$ cat config.mk
export PLATFORM = sky130hd
export DESIGN_NAME = divider
export DESIGN_NICKNAME = d
export VERILOG_FILES = /design/src/rtl/divider_pkg.sv /design/src/rtl/divider_step.sv /design/src/rtl/divider.sv
export SDC_FILE = /design/constraint.sdc
export NUM_CORES = 1
export LEC_CHECK = 0
export CAP_MARGIN = 20
export CORE_ASPECT_RATIO = 2
export CORE_UTILIZATION = 52
export CTS_CLUSTER_SIZE = 25
export DETAILED_ROUTE_END_ITERATION = 6
export PLACE_DENSITY = 0.82
export SLEW_MARGIN = 10
export SYNTH_ARGS = -nofsm -noshare
export SYNTH_HDL_FRONTEND = slang
export SYNTH_HIERARCHICAL = 1
export SYNTH_SLANG_ARGS = --single-unit
$ cat constraint.sdc
create_clock -name clk -period 3.5 [get_ports clk]
set_input_delay 0.7 -clock clk [delete_from_list [all_inputs] [get_ports clk]]
set_output_delay 0.7 -clock clk [all_outputs]
set_load 0.02 [all_outputs]
$ cat src/rtl/divider_pkg.sv
// Shared definitions for the iterative restoring divider: FSM encoding and
// the step-counter width helper.
package divider_pkg;

    typedef enum logic [1:0] {
        S_IDLE = 2'd0,
        S_CALC = 2'd1,
        S_FIX  = 2'd2,
        S_DONE = 2'd3
    } div_state_t;

    localparam int DIV_WIDTH_DEFAULT = 32;

    // One counter value per restoring step, so log2 of the operand width.
    function automatic int cnt_width(input int width);
        return (width > 2) ? $clog2(width) : 1;
    endfunction

endpackage

$ cat src/rtl/divider_step.sv
// One radix-2 restoring step: shift {rem,quo} left by one, trial-subtract the
// divisor magnitude, keep the difference and set the quotient bit if no borrow.
module divider_step #(
    parameter int WIDTH = 32
) (
    input  logic [WIDTH-1:0] rem_in,
    input  logic [WIDTH-1:0] quo_in,
    input  logic [WIDTH-1:0] dvsr,
    output logic [WIDTH-1:0] rem_out,
    output logic [WIDTH-1:0] quo_out
);

    logic [WIDTH:0] shifted;
    logic [WIDTH:0] diff;

    // rem < dvsr always holds, so the extra bit only ever carries the borrow.
    always_comb begin
        shifted = {rem_in, quo_in[WIDTH-1]};
        diff    = shifted - {1'b0, dvsr};
        if (diff[WIDTH]) begin
            rem_out = shifted[WIDTH-1:0];
            quo_out = {quo_in[WIDTH-2:0], 1'b0};
        end else begin
            rem_out = diff[WIDTH-1:0];
            quo_out = {quo_in[WIDTH-2:0], 1'b1};
        end
    end

endmodule

$ cat src/rtl/divider.sv
// Iterative signed/unsigned restoring divider for DIV/DIVU: magnitudes are
// divided over WIDTH cycles, then signs are applied in a single fix-up cycle.
//
//   state  | meaning
//   IDLE   | waiting for start; operands and signs captured on accept
//   CALC   | one restoring step per clock, WIDTH steps in total
//   FIX    | apply quotient/remainder signs, load q/r
//   DONE   | done pulse for one cycle, then back to IDLE
module divider
    import divider_pkg::*;
#(
    parameter int WIDTH = DIV_WIDTH_DEFAULT
) (
    input  logic             clk,
    input  logic             rst_n,
    input  logic             start,
    input  logic [WIDTH-1:0] a,
    input  logic [WIDTH-1:0] b,
    input  logic             symbol,
    input  logic             cancel,
    output logic             busy,
    output logic             done,
    output logic [WIDTH-1:0] q,
    output logic [WIDTH-1:0] r,
    output logic             div_zero
);

    localparam int CW = cnt_width(WIDTH);
    localparam logic [CW-1:0] CNT_LAST = CW'(WIDTH - 1);

    div_state_t     state, state_n;
    logic [CW-1:0]  cnt;
    logic [WIDTH-1:0] rem, quo, dvsr;
    logic [WIDTH-1:0] rem_step, quo_step;
    logic [WIDTH-1:0] a_mag, b_mag;
    logic             neg_q, neg_r;
    logic             b_is_zero;

    // The most negative value negates to itself, which is exactly its
    // magnitude when read as unsigned.
    assign a_mag     = (symbol && a[WIDTH-1]) ? -a : a;
    assign b_mag     = (symbol && b[WIDTH-1]) ? -b : b;
    assign b_is_zero = (b == '0);

    divider_step #(.WIDTH(WIDTH)) u_step (
        .rem_in  (rem),
        .quo_in  (quo),
        .dvsr    (dvsr),
        .rem_out (rem_step),
        .quo_out (quo_step)
    );

    always_comb begin
        state_n = state;
        case (state)
            S_IDLE: begin
                if (start && !cancel) begin
                    state_n = b_is_zero ? S_DONE : S_CALC;
                end
            end
            S_CALC: begin
                if (cancel) begin
                    state_n = S_IDLE;
                end else if (cnt == CNT_LAST) begin
                    state_n = S_FIX;
                end
            end
            S_FIX:   state_n = cancel ? S_IDLE : S_DONE;
            S_DONE:  state_n = S_IDLE;
            default: state_n = S_IDLE;
        endcase
    end

    always_ff @(posedge clk) begin
        if (!rst_n) begin
            state <= S_IDLE;
        end else begin
            state <= state_n;
        end
    end

    always_ff @(posedge clk) begin
        if (!rst_n) begin
            cnt      <= '0;
            rem      <= '0;
            quo      <= '0;
            dvsr     <= '0;
            neg_q    <= 1'b0;
            neg_r    <= 1'b0;
            q        <= '0;
            r        <= '0;
            div_zero <= 1'b0;
        end else begin
            case (state)
                S_IDLE: begin
                    if (start && !cancel) begin
                        if (b_is_zero) begin
                            q        <= '1;
                            r        <= a;
                            div_zero <= 1'b1;
                        end else begin
                            rem   <= '0;
                            quo   <= a_mag;
                            dvsr  <= b_mag;
                            neg_q <= symbol & (a[WIDTH-1] ^ b[WIDTH-1]);
                            neg_r <= symbol & a[WIDTH-1];
                            cnt   <= '0;
                        end
                    end
                end
                S_CALC: begin
                    if (!cancel) begin
                        rem <= rem_step;
                        quo <= quo_step;
                        cnt <= cnt + 1'b1;
                    end
                end
                S_FIX: begin
                    if (!cancel) begin
                        q        <= neg_q ? -quo : quo;
                        r        <= neg_r ? -rem : rem;
                        div_zero <= 1'b0;
                    end
                end
                default: begin
                end
            endcase
        end
    end

    assign busy = (state != S_IDLE);
    // A flush landing on the DONE cycle must not let the pipeline consume it.
    assign done = (state == S_DONE) && !cancel;

endmodule

After elaboration in Yosys (flattened, before gate mapping)

Index checks and enable logic that the tools add are counted.

Shift-type cells: 0
Bitwise logic cells: 4
Equal/unequal tests: 10
$mul: 0
$lt $le $gt $ge: 0
Reductions and logical operators: 14
Add/sub/neg operators: 6
Divide/modulo/power cells: 0
Mux-type cells: 36

Operators with widths:

| operator                                      | number |
|---|---|
| 2-to-1 mux 32 bit                             | 17 |
| one-hot mux 32 bit (2 select lines)           | 4 |
| negation 32 bit                               | 4 |
| subtractor 33 x 32 -> 33 bit                  | 1 |
| zero test 32 bit                              | 1 |
| 2-to-1 mux 5 bit                              | 3 |
| 2-to-1 mux 2 bit                              | 5 |
| inequality test 2 bit, second input constant  | 5 |
| one-hot mux 5 bit (2 select lines)            | 1 |
| one-hot mux 2 bit (4 select lines)            | 1 |
| AND reduction 4 bit                           | 2 |
| nonzero test 2 bit                            | 3 |
| adder 5 x 1 -> 5 bit, second input constant   | 1 |
| == test 5 bit, second input constant          | 1 |
| == test 2 bit, second input constant          | 2 |
| logical AND 1 bit                             | 4 |
| 2-to-1 mux 1 bit                              | 4 |
| inequality test 3 bit, second input constant  | 1 |
| AND reduction 3 bit                           | 1 |
| AND 1 bit                                     | 2 |
| == test 2 x 1 -> 1 bit, second input constant | 1 |
| zero test 2 bit                               | 1 |
| one-hot mux 1 bit (2 select lines)            | 1 |
| AND reduction 2 bit                           | 1 |
| other kinds (3)                               | 3 |

Latch bits: 0
Bits of input ports: 69
Output and inout port bits: 67
Flip-flop bits (word level): 170
Word-level logic and storage cells: 80
ROM bits: 0
Memory bits (writable): 0
Memories: 0

Depth between registers and ports, before layout

Gate-level depths: netlist of the first run.

Word-level depth: 5
Depth in mapped cells: 17
Gate-level depth less buffers: 15

Modules after synthesis

Netlist of the first run, hierarchy kept.

By module, submodules not included:

| module       | seq. area each (µm²) | instances | area an instance (µm²) | cells an instance |
|---|---|---|---|---|
| divider      | 3403.3               | 1         | 9400.3                 | 1185 |
| divider_step | 0.0                  | 1         | 2591.2                 | 336 |

Worst setup path after synthesis of the first run

OpenSTA, ideal clock, no wires.

Path kind: register to register
From: register quo[31]
To: register rem[18]
Data required time: 3.368 ns
Buffers on the path: 2
Period minus slack after synthesis: 3.342 ns
Cell stages (with the launch flop): 18
Library setup time: 0.132 ns
Setup slack: 0.158 ns
Data arrival time: 3.210 ns
Cells stage by stage: dfxtp_1 > inv_1 > ha_1 > fa_1 > and2b_1 > o2111ai_2 > a21oi_2 > o2111ai_1 > a211oi_2 > nor2_4 > mux2i_4 > and2_4 > buf_12 > inv_8 > buf_12 > mux2_4 > nand2_1 > a21oi_1

Cells in the longest elaborated chain, start to end: 4

RTL lines:

| element                             | RTL line           | text |
|---|---|---|
| start: declaration                  | divider.sv:33      | `logic [WIDTH-1:0] rem, quo, dvsr;` |
| start signal: assignment            | divider.sv:103     | `quo <= a_mag;` |
| start signal: assignment            | divider.sv:114     | `quo <= quo_step;` |
| subtractor 33 x 32 -> 33 bit        | divider_step.sv:19 | `diff = shifted - {1'b0, dvsr};` |
| 2-to-1 mux 32 bit                   | divider_step.sv:20 | `if (diff[WIDTH]) begin` |
| net rem_step[18]                    | divider.sv:34      | `logic [WIDTH-1:0] rem_step, quo_step;` |
| 2-to-1 mux 32 bit                   | divider.sv:112     | `if (!cancel) begin` |
| one-hot mux 32 bit (2 select lines) | divider.sv:94      | `case (state)` |
| end signal: assignment              | divider.sv:113     | `rem <= rem_step;` |
| end: declaration                    | divider.sv:33      |  |

The timed path passes the listed nets, and every way through them passes these cells. The select of a mux whose other input is x is not followed.
A chain may end at the register's enable or synchronous reset.

Worst setup path after layout of the first run

From: register quo[31]
To: register rem[2]

Same word-level chain as after synthesis.

==> results of run 1 <==
layout make-up:
cell class | instances | area, µm² | area share [%]
Tap cell | 280 | 350 | 2.47
Sequential cell | 170 | 3400 | 24.0
Clock inverter | 8 | 148 | 1.04
Inverter | 54 | 215 | 1.52
Timing Repair Buffer | 203 | 1960 | 13.8
Multi-Input combinational cell | 1165 | 7650 | 54.0
Clock buffer | 20 | 447 | 3.15
sequential cells by signal, indices dropped and copies added, names as in the netlist:
register / cells
neg_r: 1
r: 32
cnt: 5
rem: 32
q: 32
state: 2
quo: 32
div_zero: 1
neg_q: 1
dvsr: 32
critical path, stage by stage (launching register included):
cell and delay [ps]:
sky130_fd_sc_hd__dfxtp_1 330, sky130_fd_sc_hd__inv_1 50, sky130_fd_sc_hd__ha_1 200, sky130_fd_sc_hd__fa_1 400, sky130_fd_sc_hd__and2b_1 250, sky130_fd_sc_hd__o2111ai_2 140, sky130_fd_sc_hd__a21oi_2 190, sky130_fd_sc_hd__o2111ai_1 250
sky130_fd_sc_hd__a211oi_2 310, sky130_fd_sc_hd__nor2_4 80, sky130_fd_sc_hd__mux2i_4 190, sky130_fd_sc_hd__and2_4 210, sky130_fd_sc_hd__buf_4 190, sky130_fd_sc_hd__o21ai_0 310, sky130_fd_sc_hd__nand2_1 90, sky130_fd_sc_hd__a21oi_1 130
cell usage in the layout, fill, tap and decap left out, types with 16 or more instances in the layout:
cell type,n
sky130_fd_sc_hd__o211ai_1,21
sky130_fd_sc_hd__nand3_1,105
sky130_fd_sc_hd__a21oi_1,129
sky130_fd_sc_hd__dfxtp_1,170
sky130_fd_sc_hd__clkbuf_16,17
sky130_fd_sc_hd__a211oi_1,21
sky130_fd_sc_hd__xnor2_1,78
sky130_fd_sc_hd__o21ai_0,102
sky130_fd_sc_hd__nor4_1,21
sky130_fd_sc_hd__xor2_1,64
sky130_fd_sc_hd__o21ai_1,17
sky130_fd_sc_hd__nand2_1,118
sky130_fd_sc_hd__buf_4,60
sky130_fd_sc_hd__or3_1,16
sky130_fd_sc_hd__nor2_1,111
sky130_fd_sc_hd__clkdlybuf4s50_1,134
sky130_fd_sc_hd__inv_1,52
sky130_fd_sc_hd__mux2i_1,17
sky130_fd_sc_hd__mux2_4,19
sky130_fd_sc_hd__a31oi_1,16
sky130_fd_sc_hd__o31ai_1,28
sky130_fd_sc_hd__o41ai_1,21
sky130_fd_sc_hd__nor3_1,33
sky130_fd_sc_hd__a21o_1,19
sky130_fd_sc_hd__ha_1,38
report_power, final:
part | internal [mW] | switching (mW) | total (mW)
registers | 2.00 | 0.0657 | 2.07
clock network | 1.19 | 0.799 | 1.99
logic | 0.434 | 0.606 | 1.04
total | 3.63 | 1.47 | 5.10
metal layers:
metal	vias up	global-route usage [%]	part of all wire (%)
met5	-	0	0.034
met4	2	27.5	8.6
met3	182	7.46	6.1
met2	520	58.7	52
met1	5617	30.3	33
li1	5659	-	-
worst paths after layout:
path / startpoint / endpoint / slack [ps] / depth (start not counted)
worst min register to register: dvsr[31] / dvsr[31] / 460 / 2
worst max register to register: quo[31] / rem[2] / 90 / 15
worst min-delay path: dvsr[31] / dvsr[31] / 460 / 2
worst max-delay path: quo[31] / rem[2] / 90 / 15
repair_timing:
action / in CTS / in global routing
resized for setup: 0 / 2
hold buffers: 0 / 0
setup endpoints to repair: 0 / 24
endpoints found under the hold margin: 0 / 0
logic make-up after synthesis:
kind of cell	share of synthesized area [%]
xor+xnor	10.4
buf+inv	7.99
fa+ha+maj	4.13
mux	4.36
flops	28.4
compound gates	24.2
simple gates	20.6
==> results.txt, run 1 <==
The flow ran to the end, and the final reports show no timing, DRC or antenna violations. The count of flip-flops with a built-in enable after synthesis came out at 0. Setup repair after global routing left no endpoint under its margin.

Sequential cells were found to cover 28.4% of the synthesized design area. The power density of the placed cells is 360 mW/mm². CTS placed an instance of sky130_fd_sc_hd__clkbuf_16 at the clock tree root. The number of buffers on the longest clock path came out at 2. The full die area came out at 0.0237 mm².

The final hold violation count was 0. The die span in x is 109 µm. Counting tap cells, the placed design contains a total of 1872 instances.

The overflow left after global routing is 0. The area fraction of the dominant cell type after synthesis came out at 28.4%. The type of the worst setup path is register to register. For the pin with the worst max-slew slack, the measured transition is 941 ps. The number of library cell types mapped by synthesis is 92. The wire length per cell came out at 20.0 µm.

The routed design has 38000 µm of wire. For the worst setup path, the data arrival time is 3790 ps. The post-synthesis cell area is 0.0120 mm². The final clock period utilization by the worst path came out at 97.4%. Global routing used 32.7% of the available tracks. STA classifies the critical path startpoint as a register.

The setup slack at placement is 49.3 ps. The largest net degree at the start of global routing came out at 104. The number of vias per cell after detailed routing came out at 6.31. The effective utilization at floorplan is 53.0%. The finished layout holds 1900 standard cells, fillers aside. The highest clock frequency the design can meet is 293 MHz. VDD sags by at most 0.322 mV.

Across all setup checks in the final design, the least slack found is 90.3 ps. TritonCTS built the clock tree. Of the cells placed in the final design, the portion with a size suffix greater than 1 is 10.6%. The class of the most critical hold timing path is register to register. The data required time at the worst endpoint came out at 3880 ps. The first global-routing pass estimated 59300 µm of wire. Counting every sink on the clock net gives 170. By area the synthesized netlist is led by sky130_fd_sc_hd__dfxtp_1 (28%), sky130_fd_sc_hd__xnor2_1 (5.7%), sky130_fd_sc_hd__a21oi_1 (5.4%).

The leakage power figure is 5.39 nW. The number of buffers inserted to repair setup after CTS is 0. Clock tree synthesis inserted a total of 17 buffers.

The max-cap check violation count is 0. The synthesized flop and latch total came out at 170. The via count of the first global-routing pass came to 11600.

The final total power came out at 5.10 mW. The number of fillers in the final layout is 2013. The remaining max-slew budget at the tightest pin came out at 37.0%. The number of antenna violations at the first check in global routing is 1. The count of nets left with antenna violations after detail routing came out at 0. The synthesis-to-finish area growth came out at 18.2%. After synthesis, the mean cell area works out to 7.88 µm². The cell with the most instances after synthesis is sky130_fd_sc_hd__dfxtp_1. At the end of routability-driven placement, the weighted congestion stood at 1.01. For this run, the detailed router's first-pass iteration total came to 5. The number of antenna diodes in the final layout is 0. The worst setup path is captured at a register. The number of instances in the synthesized netlist is 1521. For the final routed database, the setup TNS stands at 0 ps.

Port buffering added 135 buffers. The number of synthesis warnings is 6. The H-tree generated during clock tree synthesis spans 4 levels. The latest clock arrival within the worst-skew pair came out at 450 ps. The detailed-route via count came out at 12000.

The minimum clock period is 3410 ps. After floorplanning, the core was divided into 78 placement rows. When the netlist entered floorplanning its net count stood at 1629. The share of the core filled with cells in the final layout is 62.6%. The total number of nets in the final design is 1719.

Of all nets on the critical path, the largest fanout is 9. The placeable core region came out at 0.0226 mm². For this block, the initial DRC count from the detailed router was 960. The die boundary height came out at 217 µm. In the synthesized netlist the dominant register cell turns out to be sky130_fd_sc_hd__dfxtp_1. The cell area after layout came out at 0.0142 mm². The final-report max-slew violation count came out at 0. The dominant cell type by area after synthesis is sky130_fd_sc_hd__dfxtp_1.

The count of boundary I/O pins is 136. The final setup skew is 9.64 ps. The final routed DRC violation total is 0. The proportion of register bits with asynchronous set or reset after synthesis came out at 0%. The clock-pin slew on the worst setup and hold paths is 60 ps. The worst hold slack after final layout came out at 461 ps.

Setup violations remaining at the end of the flow were counted as 0. The final HPWL from detailed placement is 28700 µm. After detailed placement, the total cell area comes to 0.0136 mm². In the synthesized netlist, the cells that appear most often are sky130_fd_sc_hd__dfxtp_1 (170), sky130_fd_sc_hd__a21oi_1 (129), sky130_fd_sc_hd__nand2_1 (118).
No activity file was read; power rests on OpenSTA's default activity.
==> run 2, diff against run 1 <==
--- a/config.mk
+++ b/config.mk
@@ -6,8 +6,9 @@
 export NUM_CORES = 1
 export LEC_CHECK = 0
 export CAP_MARGIN = 20
-export CORE_ASPECT_RATIO = 2
+export CORE_ASPECT_RATIO = 0.9
 export CORE_UTILIZATION = 52
+export CTS_CLUSTER_DIAMETER = 100
 export CTS_CLUSTER_SIZE = 25
 export DETAILED_ROUTE_END_ITERATION = 6
 export PLACE_DENSITY = 0.82
==> run 2 against run 1 <==
- clock skew up 8.2 ps
- count of clock-buffer cells in the layout down 3
- sequential cell count unchanged
- register-to-register slack better by 30 ps
- global-route usage down 2.7 points
- fmax up 0.94%
- setup slack better by 32 ps
- first-iteration DRC count up 29%
- non-clock buffer count down 16
- critical endpoint is now rem[4]
- largest power group unchanged
- highest routed layer is now met4
==> results.txt, run 2 (same netlist as run 1, synthesis figures left out) <==
The flow ran to the end, and the final reports show no timing, DRC or antenna violations. The highest clock frequency the design can meet came out at 296 MHz (+0.94%). The global routing usage summed across all routing layers is 30.0% (-2.7 points). The overflow left after global routing is 0 (unchanged).

The max-cap check violation count is 0 (unchanged). The final HPWL from detailed placement is 26400 µm (-8.0%). The total setup violations reported at the end of the flow came out at 0 (unchanged).

The worst setup path is captured at a register. The number of buffers on the longest clock path was 2 (unchanged). The sum of buffers and inverters on the critical path is 2 (unchanged).

On the critical path the largest part of the delay comes from compound AO/OA/AOI/OAI gates. The final clock period utilization by the worst path came out at 96.5% (-0.91 points). The share of cells above drive strength 1 came out at 10.2% (-0.42 points). The remaining max-slew budget at the tightest pin is 31.5% (-5.5 points).

The clock network power share was 39.5% (+0.4 points). The internal portion of total power was 3.47 mW (-4.3%). The detailed-route via count came to 11800 (-1.6%). The data required time at the worst endpoint is 3820 ps (-60 ps). The slew of the pin with the lowest slew margin is 1030 ps (+87.5 ps).

The clock-pin slew on the worst setup and hold paths came out at 80 ps (+20 ps). The number of vias per cell after detailed routing came to 6.19 (-1.9%). Leaving out fill and tap cells, the most frequent cell in the layout is sky130_fd_sc_hd__dfxtp_1.

The antenna diode count came out at 0 (unchanged). The number of standard cells in the final layout excluding fillers came out at 1906 (+0.32%). Counting stages on the worst path, the most repeated cell is sky130_fd_sc_hd__o2111ai_2. The total number of nets in the final design came out at 1704 (-0.87%). The standard cell area after detailed placement came to 0.0134 mm² (-1.2%).

The first-pass GRT wire length came to 56900 µm (-4.1%). The final hold violation count is 0 (unchanged). The biggest cell delay along the critical path is 420 ps (+20 ps). The maximum level of the CTS H-tree is 4 (unchanged).

The critical register-to-register path startpoint is quo[31]. The weighted congestion at the end of routability-driven global placement came out at 0.952 (-5.6%). The number of cells on the critical path came out at 15 (unchanged). The post-placement cell count came out at 1869 (-0.16%). The count of boundary I/O pins is 136 (unchanged). The top fanout value on the critical path came out at 12 (+3). The switching share of power came out at 32.2% (+3.4 points). The worst setup slack for register-to-register paths is 120 ps (+30 ps). The number of buffers inserted during clock tree synthesis came out at 17 (unchanged). The minimum clock period was 3380 ps (-31.7 ps). The die boundary height came out at 146 µm (-33%). The first-pass iteration count of the detailed router came to 5 (unchanged). The number of DRC markers after the initial detailed-route iteration is 1241 (+29%). The final total power is 5.12 mW (+0.47%). The cell depth of the worst hold path came to 2 (unchanged). The count of nets left with antenna violations after detail routing is 0 (unchanged).

The post-cts hold buffer count is 0 (unchanged). The signal arrival time at the worst endpoint is 3700 ps (-90 ps). The placeable core region is 0.0226 mm² (-0.29%). In this run the most critical hold path is launched from r[2]. The latest clock arrival within the worst-skew pair came out at 450 ps (about the same). The worst register-to-register path ends at rem[4]. The die span in x came to 162 µm (+48%). The library cells used most frequently in the layout, excluding fill and tap cells, are sky130_fd_sc_hd__dfxtp_1 (170), sky130_fd_sc_hd__clkdlybuf4s50_1 (134), sky130_fd_sc_hd__a21oi_1 (129). The full die area is 0.0237 mm² (-0.15%).

The cell area after layout is 0.0141 mm² (-0.49%). The combinational share of power is 20.1% (-0.3 points). The total number of clock tree sinks came out at 170 (unchanged).

The share of the core filled with cells in the final layout came out at 62.5% (-0.13 points). TritonCTS built the clock tree. The power density of the placed cells came to 363 mW/mm² (+0.97%).

The class of the most critical hold timing path is register to register. The via count of the first global-routing pass was 10900 (-5.8%). The final routed DRC violation total is 0 (unchanged).

The switching power is 1.65 mW (+12%). The synthesis-to-finish area growth is 17.6%. The number of antenna violations at the first check in global routing is 1 (unchanged).

The wire length per cell is 18.8 µm (-5.9%). The slowest stage of the critical path belongs to the cell sky130_fd_sc_hd__fa_1. The sequential power share is 40.3% (-0.2 points). The tree is rooted in a sky130_fd_sc_hd__clkbuf_16.

The final-report max-slew violation count came out at 0 (unchanged). The count of buffers from port buffering is 135 (unchanged). Traced cell by cell, the critical path runs through inv_1 -> ha_1 -> fa_1 -> and2b_2 -> o2111ai_2 -> a21oi_2 -> o2111ai_2 -> a211oi_2 -> nor2_4 -> mux2i_4 -> and2_4 -> inv_12 -> mux2_2 -> nand2_1 -> a21oi_1. The peak supply drop is 0.281 mV (-13%). The path with the worst hold slack has its endpoint at r[2]. The critical path in this run is classified as register to register. The effective utilization at floorplan is 53.1% (+0.15 points). The number of cell rows came out at 52 (-33%). The final setup skew came to 17.9 ps (+8.22 ps). The worst reg2reg path depth came out at 15 (unchanged).

The post-detailed-routing wire length came out at 35900 µm (-5.6%). The largest net degree at the start of global routing is 104 (unchanged). The leakage power figure came out at 5.33 nW (-1.1%). The worst setup path is launched from a register.
==> run 2: through the flow <==
stage / hold slack, ps / TNS (ps) / worst slack, ps
2_1_floorplan: 436 / 0 / 158
3_3_place_gp: 450 / 0 / 129
3_5_place_dp: 458 / 0 / 33.1
4_1_cts: 466 / 0 / 39.0
5_1_grt: 484 / -4.06 / -2.17
6_report: 466 / 0 / 122
==> run 2: power groups by stage <==
stage / Clock, mW / Combinational (mW) / Sequential [mW]
2_1_floorplan: 0 / 0.697 / 2.10
3_3_place_gp: 0 / 0.973 / 2.11
3_5_place_dp: 0 / 0.990 / 2.11
4_1_cts: 2.04 / 0.999 / 2.07
5_1_grt: 2.12 / 1.11 / 2.07
6_report: 2.03 / 1.03 / 2.07
==> run 2: worst max path at each step <==
stage,start,to,slack (ps)
global route,quo[31],rem[4],-2
detailed placement,quo[31],rem[4],30
global placement,quo[31],rem[3],130
CTS,quo[31],rem[4],40
finish,quo[31],rem[4],120
floorplan,quo[31],rem[18],160
==> run 2: worst register-to-register path: cells and delay by family, from the launching register on <==
| kind | cells | cell delay, ps |
|---|---|---|
| AOI/OAI and AO/OA | 5 | 940 |
| adders and majority gates | 2 | 620 |
| buffers and inverters | 2 | 160 |
| DFF | 1 | 340 |
| muxes | 2 | 550 |
| and+or+nand+nor | 4 | 650 |
==> run 2: metal layers <==
| layer | part of all wire (%) | wire length, µm | global-route usage, % |
|---|---|---|---|
| met2 | 46 | 16400 | 47.1 |
| met3 | 8.0 | 2880 | 5.06 |
| met4 | 2.9 | 1050 | 11.5 |
| met5 | 0 | 0 | 0 |
| met1 | 43 | 15600 | 41.1 |
==> run 2: final cells by class <==
type	count	area (µm²)
sequential	170	3400
timing repair inverter	1	11.3
inverter	54	215
clock buffer	17	425
fill	1926	8470
multi-input combinational	1165	7660
tap	297	372
clock inverter	15	215
timing repair buffer	187	1810
==> run 2: what timing repair did <==
| item | CTS | global route |
|---|---|---|
| gates cloned | 0 | 1 |
| resized for setup | 1 | 3 |
| endpoints found under the setup margin | 5 | 24 |
| buffers inserted | 0 | 3 |
| pin swaps | 1 | 3 |
